===== config.mk =====
export PLATFORM = sky130hd
export DESIGN_NAME = ncpu32k_exc_ctrl
export DESIGN_NICKNAME = d
export VERILOG_FILES = /design/src/rtl/ncpu32k_exc_pkg.sv /design/src/rtl/ncpu32k_exc_prio.sv /design/src/rtl/ncpu32k_exc_ctrl.sv
export SDC_FILE = /design/constraint.sdc
export NUM_CORES = 1
export LEC_CHECK = 0
export CAP_MARGIN = 25
export CORE_ASPECT_RATIO = 1.4
export CORE_MARGIN = 4
export CORE_UTILIZATION = 39
export CTS_CLUSTER_SIZE = 20
export DETAILED_ROUTE_END_ITERATION = 8
export PLACE_DENSITY = 0.74
export REMOVE_ABC_BUFFERS = 1
export SETUP_SLACK_MARGIN = 0.5
export SYNTH_ARGS = -nofsm -noshare
export SYNTH_HDL_FRONTEND = slang
export SYNTH_HIERARCHICAL = 1
export SYNTH_SLANG_ARGS = --single-unit

===== constraint.sdc =====
create_clock -name clk -period 4.1 [get_ports clk]
set_input_delay 0.41 -clock clk [delete_from_list [all_inputs] [get_ports clk]]
set_output_delay 0.41 -clock clk [all_outputs]
set_load 0.05 [all_outputs]

===== src/rtl/ncpu32k_exc_pkg.sv =====
// ncpu32k_exc_pkg
// Shared definitions for the exception/interrupt sequencer: cause codes,
// PSR bit positions, sequencer state encoding and the vector spacing.
// No ports (package).
package ncpu32k_exc_pkg;

   // Cause codes; a lower code has higher priority
   localparam logic [3:0] CauseNone     = 4'd0;
   localparam logic [3:0] CauseItlbMiss = 4'd1;
   localparam logic [3:0] CauseIpf      = 4'd2;
   localparam logic [3:0] CauseIllegal  = 4'd3;
   localparam logic [3:0] CauseSyscall  = 4'd4;
   localparam logic [3:0] CauseDtlbMiss = 4'd5;
   localparam logic [3:0] CauseDpf      = 4'd6;
   localparam logic [3:0] CauseAlign    = 4'd7;
   localparam logic [3:0] CauseIrq      = 4'd8;

   // PSR bit positions
   localparam int unsigned PsrCc   = 0;
   localparam int unsigned PsrRm   = 4;
   localparam int unsigned PsrIre  = 5;
   localparam int unsigned PsrImme = 6;
   localparam int unsigned PsrDmme = 7;

   // Vectors are spaced 64 bytes apart
   localparam int unsigned VectShift = 6;

   typedef enum logic [1:0] {
      StIdle,
      StEnter,
      StRestore,
      StFlush
   } exc_state_e;

   // Data-side causes carry a faulting load/store address
   function automatic logic cause_has_lsa(input logic [3:0] cause);
      return (cause >= CauseDtlbMiss) && (cause <= CauseAlign);
   endfunction

endpackage


===== src/rtl/ncpu32k_exc_prio.sv =====
// ncpu32k_exc_prio
// Combinational priority encoder: picks the lowest-numbered synchronous
// exception, falling back to IRQ only when no exception is pending.
// Ports:
//   exc    in  7  exception request bits, bit n maps to cause n+1
//   irq_ok in  1  IRQ already qualified (enabled, committing, no exc/eret)
//   cause  out 4  selected cause code (0 when none)
//   valid  out 1  a cause was selected
module ncpu32k_exc_prio
   import ncpu32k_exc_pkg::*;
(
   input  logic [6:0] exc,
   input  logic       irq_ok,
   output logic [3:0] cause,
   output logic       valid
);

   always_comb begin
      cause = CauseNone;
      // Scan high to low so the lowest set bit is written last and wins
      for (int i = 6; i >= 0; i--) begin
         if (exc[i]) begin
            cause = 4'(i + 1);
         end
      end
      if ((exc == 7'd0) && irq_ok) begin
         cause = CauseIrq;
      end
      valid = (cause != CauseNone);
   end

endmodule


===== src/rtl/ncpu32k_exc_ctrl.sv =====
// ncpu32k_exc_ctrl
// Exception/interrupt sequencer in front of the PSR/MSR register block.
// Detects exceptions, IRQs and ERET at commit, drives the one-cycle MSR
// writes, then requests a pipeline flush and stalls commit until it is acked.
// Ports:
//   clk, rst_n                clock, asynchronous active-low reset
//   commit_*                  committing instruction: valid, pc, lsa, exc, eret
//   irq                       level interrupt request
//   msr_psr/epsr/epc          current MSR values
//   msr_exp_ent               exception entry strobe
//   msr_{epsr,epc,elsa}_*     EPSR/EPC/ELSA write data and strobes
//   msr_psr_*_nxt/_we         PSR field restore on ERET
//   commit_stall              holds commit while sequencing
//   flush_req/flush_pc        pipeline flush request and redirect target
//   flush_ack                 flush complete
//   exc_cause                 last taken cause
module ncpu32k_exc_ctrl
   import ncpu32k_exc_pkg::*;
#(
   parameter logic [31:0] VECT_BASE = 32'h0000_0000,
   parameter int unsigned PSR_DW    = 10
) (
   input  logic              clk,
   input  logic              rst_n,
   input  logic              commit_valid,
   input  logic [31:0]       commit_pc,
   input  logic [31:0]       commit_lsa,
   input  logic [6:0]        commit_exc,
   input  logic              commit_eret,
   input  logic              irq,
   input  logic [PSR_DW-1:0] msr_psr,
   input  logic [PSR_DW-1:0] msr_epsr,
   input  logic [31:0]       msr_epc,
   output logic              msr_exp_ent,
   output logic [PSR_DW-1:0] msr_epsr_nxt,
   output logic              msr_epsr_we,
   output logic [31:0]       msr_epc_nxt,
   output logic              msr_epc_we,
   output logic [31:0]       msr_elsa_nxt,
   output logic              msr_elsa_we,
   output logic              msr_psr_cc_nxt,
   output logic              msr_psr_cc_we,
   output logic              msr_psr_rm_nxt,
   output logic              msr_psr_rm_we,
   output logic              msr_psr_ire_nxt,
   output logic              msr_psr_ire_we,
   output logic              msr_psr_imme_nxt,
   output logic              msr_psr_imme_we,
   output logic              msr_psr_dmme_nxt,
   output logic              msr_psr_dmme_we,
   output logic              commit_stall,
   output logic              flush_req,
   output logic [31:0]       flush_pc,
   input  logic              flush_ack,
   output logic [3:0]        exc_cause
);

   exc_state_e        state_q, state_d;
   logic [3:0]        cause_q;
   logic [PSR_DW-1:0] psr_q;
   logic [31:0]       epc_q;
   logic [31:0]       lsa_q;
   logic [31:0]       tgt_q;

   logic              irq_ok;
   logic [3:0]        det_cause;
   logic              det_valid;
   logic              take_exc;
   logic              take_eret;
   logic [31:0]       vec_pc;

   assign irq_ok = irq & msr_psr[PsrIre] & commit_valid & (commit_exc == 7'd0) & ~commit_eret;

   ncpu32k_exc_prio u_prio (
      .exc    (commit_exc),
      .irq_ok (irq_ok),
      .cause  (det_cause),
      .valid  (det_valid)
   );

   assign take_exc  = (state_q == StIdle) & commit_valid & det_valid;
   assign take_eret = (state_q == StIdle) & commit_valid & commit_eret & (commit_exc == 7'd0);
   assign vec_pc    = VECT_BASE + (32'(cause_q) << VectShift);
   assign exc_cause = cause_q;

   // State register
   always_ff @(posedge clk or negedge rst_n) begin
      if (!rst_n) begin
         state_q <= StIdle;
      end else begin
         state_q <= state_d;
      end
   end

   // Snapshot and redirect-target registers
   always_ff @(posedge clk or negedge rst_n) begin
      if (!rst_n) begin
         cause_q <= CauseNone;
         psr_q   <= '0;
         epc_q   <= '0;
         lsa_q   <= '0;
         tgt_q   <= '0;
      end else begin
         if (take_exc) begin
            cause_q <= det_cause;
            psr_q   <= msr_psr;
            // Syscall returns past itself; everything else re-executes
            epc_q   <= (det_cause == CauseSyscall) ? commit_pc + 32'd4 : commit_pc;
            lsa_q   <= commit_lsa;
         end
         // Hold the redirect target so flush_pc stays stable during FLUSH
         if (state_q == StEnter) begin
            tgt_q <= vec_pc;
         end else if (state_q == StRestore) begin
            tgt_q <= msr_epc;
         end
      end
   end

   // Next-state logic
   always_comb begin
      state_d = state_q;
      unique case (state_q)
         StIdle: begin
            if (take_exc) begin
               state_d = StEnter;
            end else if (take_eret) begin
               state_d = StRestore;
            end
         end
         StEnter, StRestore: state_d = flush_ack ? StIdle : StFlush;
         StFlush: begin
            if (flush_ack) begin
               state_d = StIdle;
            end
         end
         default: state_d = StIdle;
      endcase
   end

   // Output logic; data outputs are zero unless their strobe is active
   always_comb begin
      msr_exp_ent      = 1'b0;
      msr_epsr_nxt     = '0;
      msr_epsr_we      = 1'b0;
      msr_epc_nxt      = '0;
      msr_epc_we       = 1'b0;
      msr_elsa_nxt     = '0;
      msr_elsa_we      = 1'b0;
      msr_psr_cc_nxt   = 1'b0;
      msr_psr_cc_we    = 1'b0;
      msr_psr_rm_nxt   = 1'b0;
      msr_psr_rm_we    = 1'b0;
      msr_psr_ire_nxt  = 1'b0;
      msr_psr_ire_we   = 1'b0;
      msr_psr_imme_nxt = 1'b0;
      msr_psr_imme_we  = 1'b0;
      msr_psr_dmme_nxt = 1'b0;
      msr_psr_dmme_we  = 1'b0;
      commit_stall     = 1'b0;
      flush_req        = 1'b0;
      flush_pc         = '0;
      unique case (state_q)
         StEnter: begin
            msr_exp_ent  = 1'b1;
            msr_epsr_we  = 1'b1;
            msr_epsr_nxt = psr_q;
            msr_epc_we   = 1'b1;
            msr_epc_nxt  = epc_q;
            if (cause_has_lsa(cause_q)) begin
               msr_elsa_we  = 1'b1;
               msr_elsa_nxt = lsa_q;
            end
            commit_stall = 1'b1;
            flush_req    = 1'b1;
            flush_pc     = vec_pc;
         end
         StRestore: begin
            msr_psr_cc_we    = 1'b1;
            msr_psr_cc_nxt   = msr_epsr[PsrCc];
            msr_psr_rm_we    = 1'b1;
            msr_psr_rm_nxt   = msr_epsr[PsrRm];
            msr_psr_ire_we   = 1'b1;
            msr_psr_ire_nxt  = msr_epsr[PsrIre];
            msr_psr_imme_we  = 1'b1;
            msr_psr_imme_nxt = msr_epsr[PsrImme];
            msr_psr_dmme_we  = 1'b1;
            msr_psr_dmme_nxt = msr_epsr[PsrDmme];
            commit_stall     = 1'b1;
            flush_req        = 1'b1;
            flush_pc         = msr_epc;
         end
         StFlush: begin
            commit_stall = 1'b1;
            flush_req    = 1'b1;
            flush_pc     = tgt_q;
         end
         default: ;
      endcase
   end

endmodule


==> impl_metrics.py <==
metrics = {
    "finish": {
        "area_growth_pct": 48.6,
        "final_core_util_pct": 59.7,
        "layout-drive-gt1-share_pct": 4.15,
        "final_common_cell": "clkdlybuf4s50_1",
        "final_cell_area_um2": 9070,
        "num_antenna_cells": 0,
        "fillers": 1379,
        "nets": 1096,
        "most-common-layout-cells": "clkdlybuf4s50_1, nand2_1, dfrtp_1",
    },
    "sta": {
        "post-route-period-util_pct": 80.1,
        "finalClockSkew_ns": 0.0104,
        "rsz0062_at_grt": "false",
        "finalSetupViolations": 0,
        "hold_viol": 0,
        "relSlewSlack_pct": 46.5,
        "fin_ws_ns": 0.816,
        "tightest_slew_ns": 0.802,
        "fmax_mhz": 305,
        "hold_ws_ns": 0.0832,
        "finalCriticalPeriod_ns": 3.28,
        "slew_violations": 0,
    },
    "yosys": {
        "synth_cell_types": 44,
        "async_flop_share_pct": 100,
        "synthCells": 747,
        "synth_edf_count": 0,
        "avgSynthCellArea_um2": 8.17,
        "synth.ff_latch_count": 112,
        "ys_warn_count": 6,
        "synth_seq_area_share_pct": 45.9,
        "synth_area_um2": 6100,
        "synth_top_flop_cell": "dfrtp_1",
    },
    "drt": {
        "ant_nets": 0,
        "first_pass_iters": 6,
        "num_vias": 5707,
        "wire_per_inst_um": 15.8,
        "drc_errors": 0,
        "drt_iter0_markers": 390,
        "via_per_inst": 4.93,
        "wirelength_mm": 18.2,
    },
    "placement": {
        "gp_congestion": 0.805,
        "portBuffers": 249,
        "pre_cts_ws_ns": 0.944,
        "placed_area_um2": 8720,
        "post-dp-hpwl_mm": 13.0,
    },
    "critical_path": {
        "path_max_fanout": 20,
        "critPathLaunchType": "flip-flop",
        "slowest_delay_ns": 0.83,
        "end_kind": "output pin",
        "worstPathCellList": "ha_1 > buf_4 > a22oi_1 > nor2_1 > clkdlybuf4s50_1",
        "worstPathArrival_ns": 2.87,
        "worstSetupPathType": "reg -> out",
        "crit_slowest_cell": "clkdlybuf4s50_1",
        "critPathRequiredTime_ns": 3.69,
        "r2r_cells": 7,
    },
    "clock_tree": {
        "postCtsSetupBuffers": 0,
        "hold_buffers": 0,
        "clock-sinks": 112,
        "cts_inserted_buffers": 9,
        "cts_root_buffer": "clkbuf_16",
        "cts_buffer_depth": 2,
        "clk_pin_slew_ns": 0.08,
        "cts_resized": 0,
        "cts.htree.levels": 3,
        "clock_latency_ns": 0.34,
        "cts_tree": "built",
    },
    "floorplan": {
        "start_util_pct": 40.2,
        "core_area_um2": 15200,
        "dieArea_um2": 17700,
        "die_y_um": 156,
        "core.rowCount": 53,
        "die_w_um": 114,
        "io_pins": 255,
    },
    "status": {
        "status": "finished clean",
    },
    "global_routing": {
        "grt_max_degree": 64,
        "grt-ovfl-total": 0,
        "track_usage_pct": 20.4,
        "antenna_found_initial": 3,
        "grt_pass1_vias": 5649,
        "grt_pass1_wl_mm": 29.4,
    },
    "power": {
        "leakage_nw": 4.35,
        "max-vdd-ir-drop_mv": 0.478,
        "p_total_mw": 5.95,
        "power_density_nw_per_um2": 656,
    },
    "hold_path": {
        "hold_path.class": "in -> async",
    },
    "run": {
        "maxCapViolations": 0,
    },
}
-- layout make-up --
| cell class | count | area, um^2 | share of cell area (%) |
|---|---|---|---|
| multi-input cells | 541 | 2950 | 32.5 |
| flip-flops and latches | 112 | 2800 | 30.9 |
| repair buffers | 259 | 2660 | 29.3 |
| well taps | 192 | 240 | 2.65 |
| clock buffers | 10 | 239 | 2.64 |
| inverters | 38 | 143 | 1.57 |
| clock inverters | 5 | 41.3 | 0.455 |
-- worst max-delay path: cells and delay by family (launching register included) --
kind,cells,cell delay [ns]
flops,1,0.42
simple gates,1,0.14
fa+ha+maj,1,0.71
compound gates,1,0.09
buf+inv,2,1.17
-- stage by stage --
step                      TNS, ns  std cells
after floorplan            -63.67        691
after global placement          0       1142
after detailed placement        0       1142
after CTS                       0       1157
after global routing            0       1157
final                           0       1157
-- cell families after synthesis --
family,Yosys count,share of synthesized area (%)
AOI/OAI and AO/OA,108,10.7
and+or+nand+nor,397,31.4
xor gates and xnor gates,26,3.73
adders and majority gates,6,1.23
DFF,112,45.9
buffers and inverters,94,6.32
muxes,4,0.656
-- final timing paths --
check	slack (ns)	end	from
worst max-delay path	0.82	flush_pc[21]	state_q[1]
worst min-delay path	0.08	tgt_q[23]	rst_n
worst max register to register	1.85	state_q[0]	state_q[1]
worst min register to register	0.47	psr_q[8]	psr_q[8]
max in group asynchronous	3.23	epc_q[31]	rst_n
min in group clk	0.47	psr_q[8]	psr_q[8]
-- synthesized netlist by cell type, types with 11 or more instances --
cell type	count	area share, %
and2_1	80	8.2
nor2_1	48	3.0
inv_1	38	2.3
xor2_1	13	1.9
dfrtp_1	112	46
clkbuf_1	44	2.7
xnor2_1	13	1.9
o22ai_1	11	1.1
a22oi_1	29	3.6
o21ai_0	48	3.9
nand2_1	213	13
-- sequential cells by signal (all words and copies together), names as in the netlist --
signal / count
epc_q: 32
lsa_q: 32
tgt_q: 32
psr_q: 10
exc_cause: 4
state_q: 2
-- layer usage --
| metal | GRT usage, % | share of wire (%) |
|---|---|---|
| met5 | 0 | 0.19 |
| met4 | 6.07 | 2.1 |
| met3 | 5.12 | 7.2 |
| met2 | 35.2 | 51 |
| met1 | 25.0 | 40 |
-- power breakdown --
group,switching (mW),internal [mW],total [mW]
clock network,0.413,0.431,0.844
logic,2.12,1.09,3.21
registers,0.260,1.63,1.89
Power figures use the tool's default switching activity.
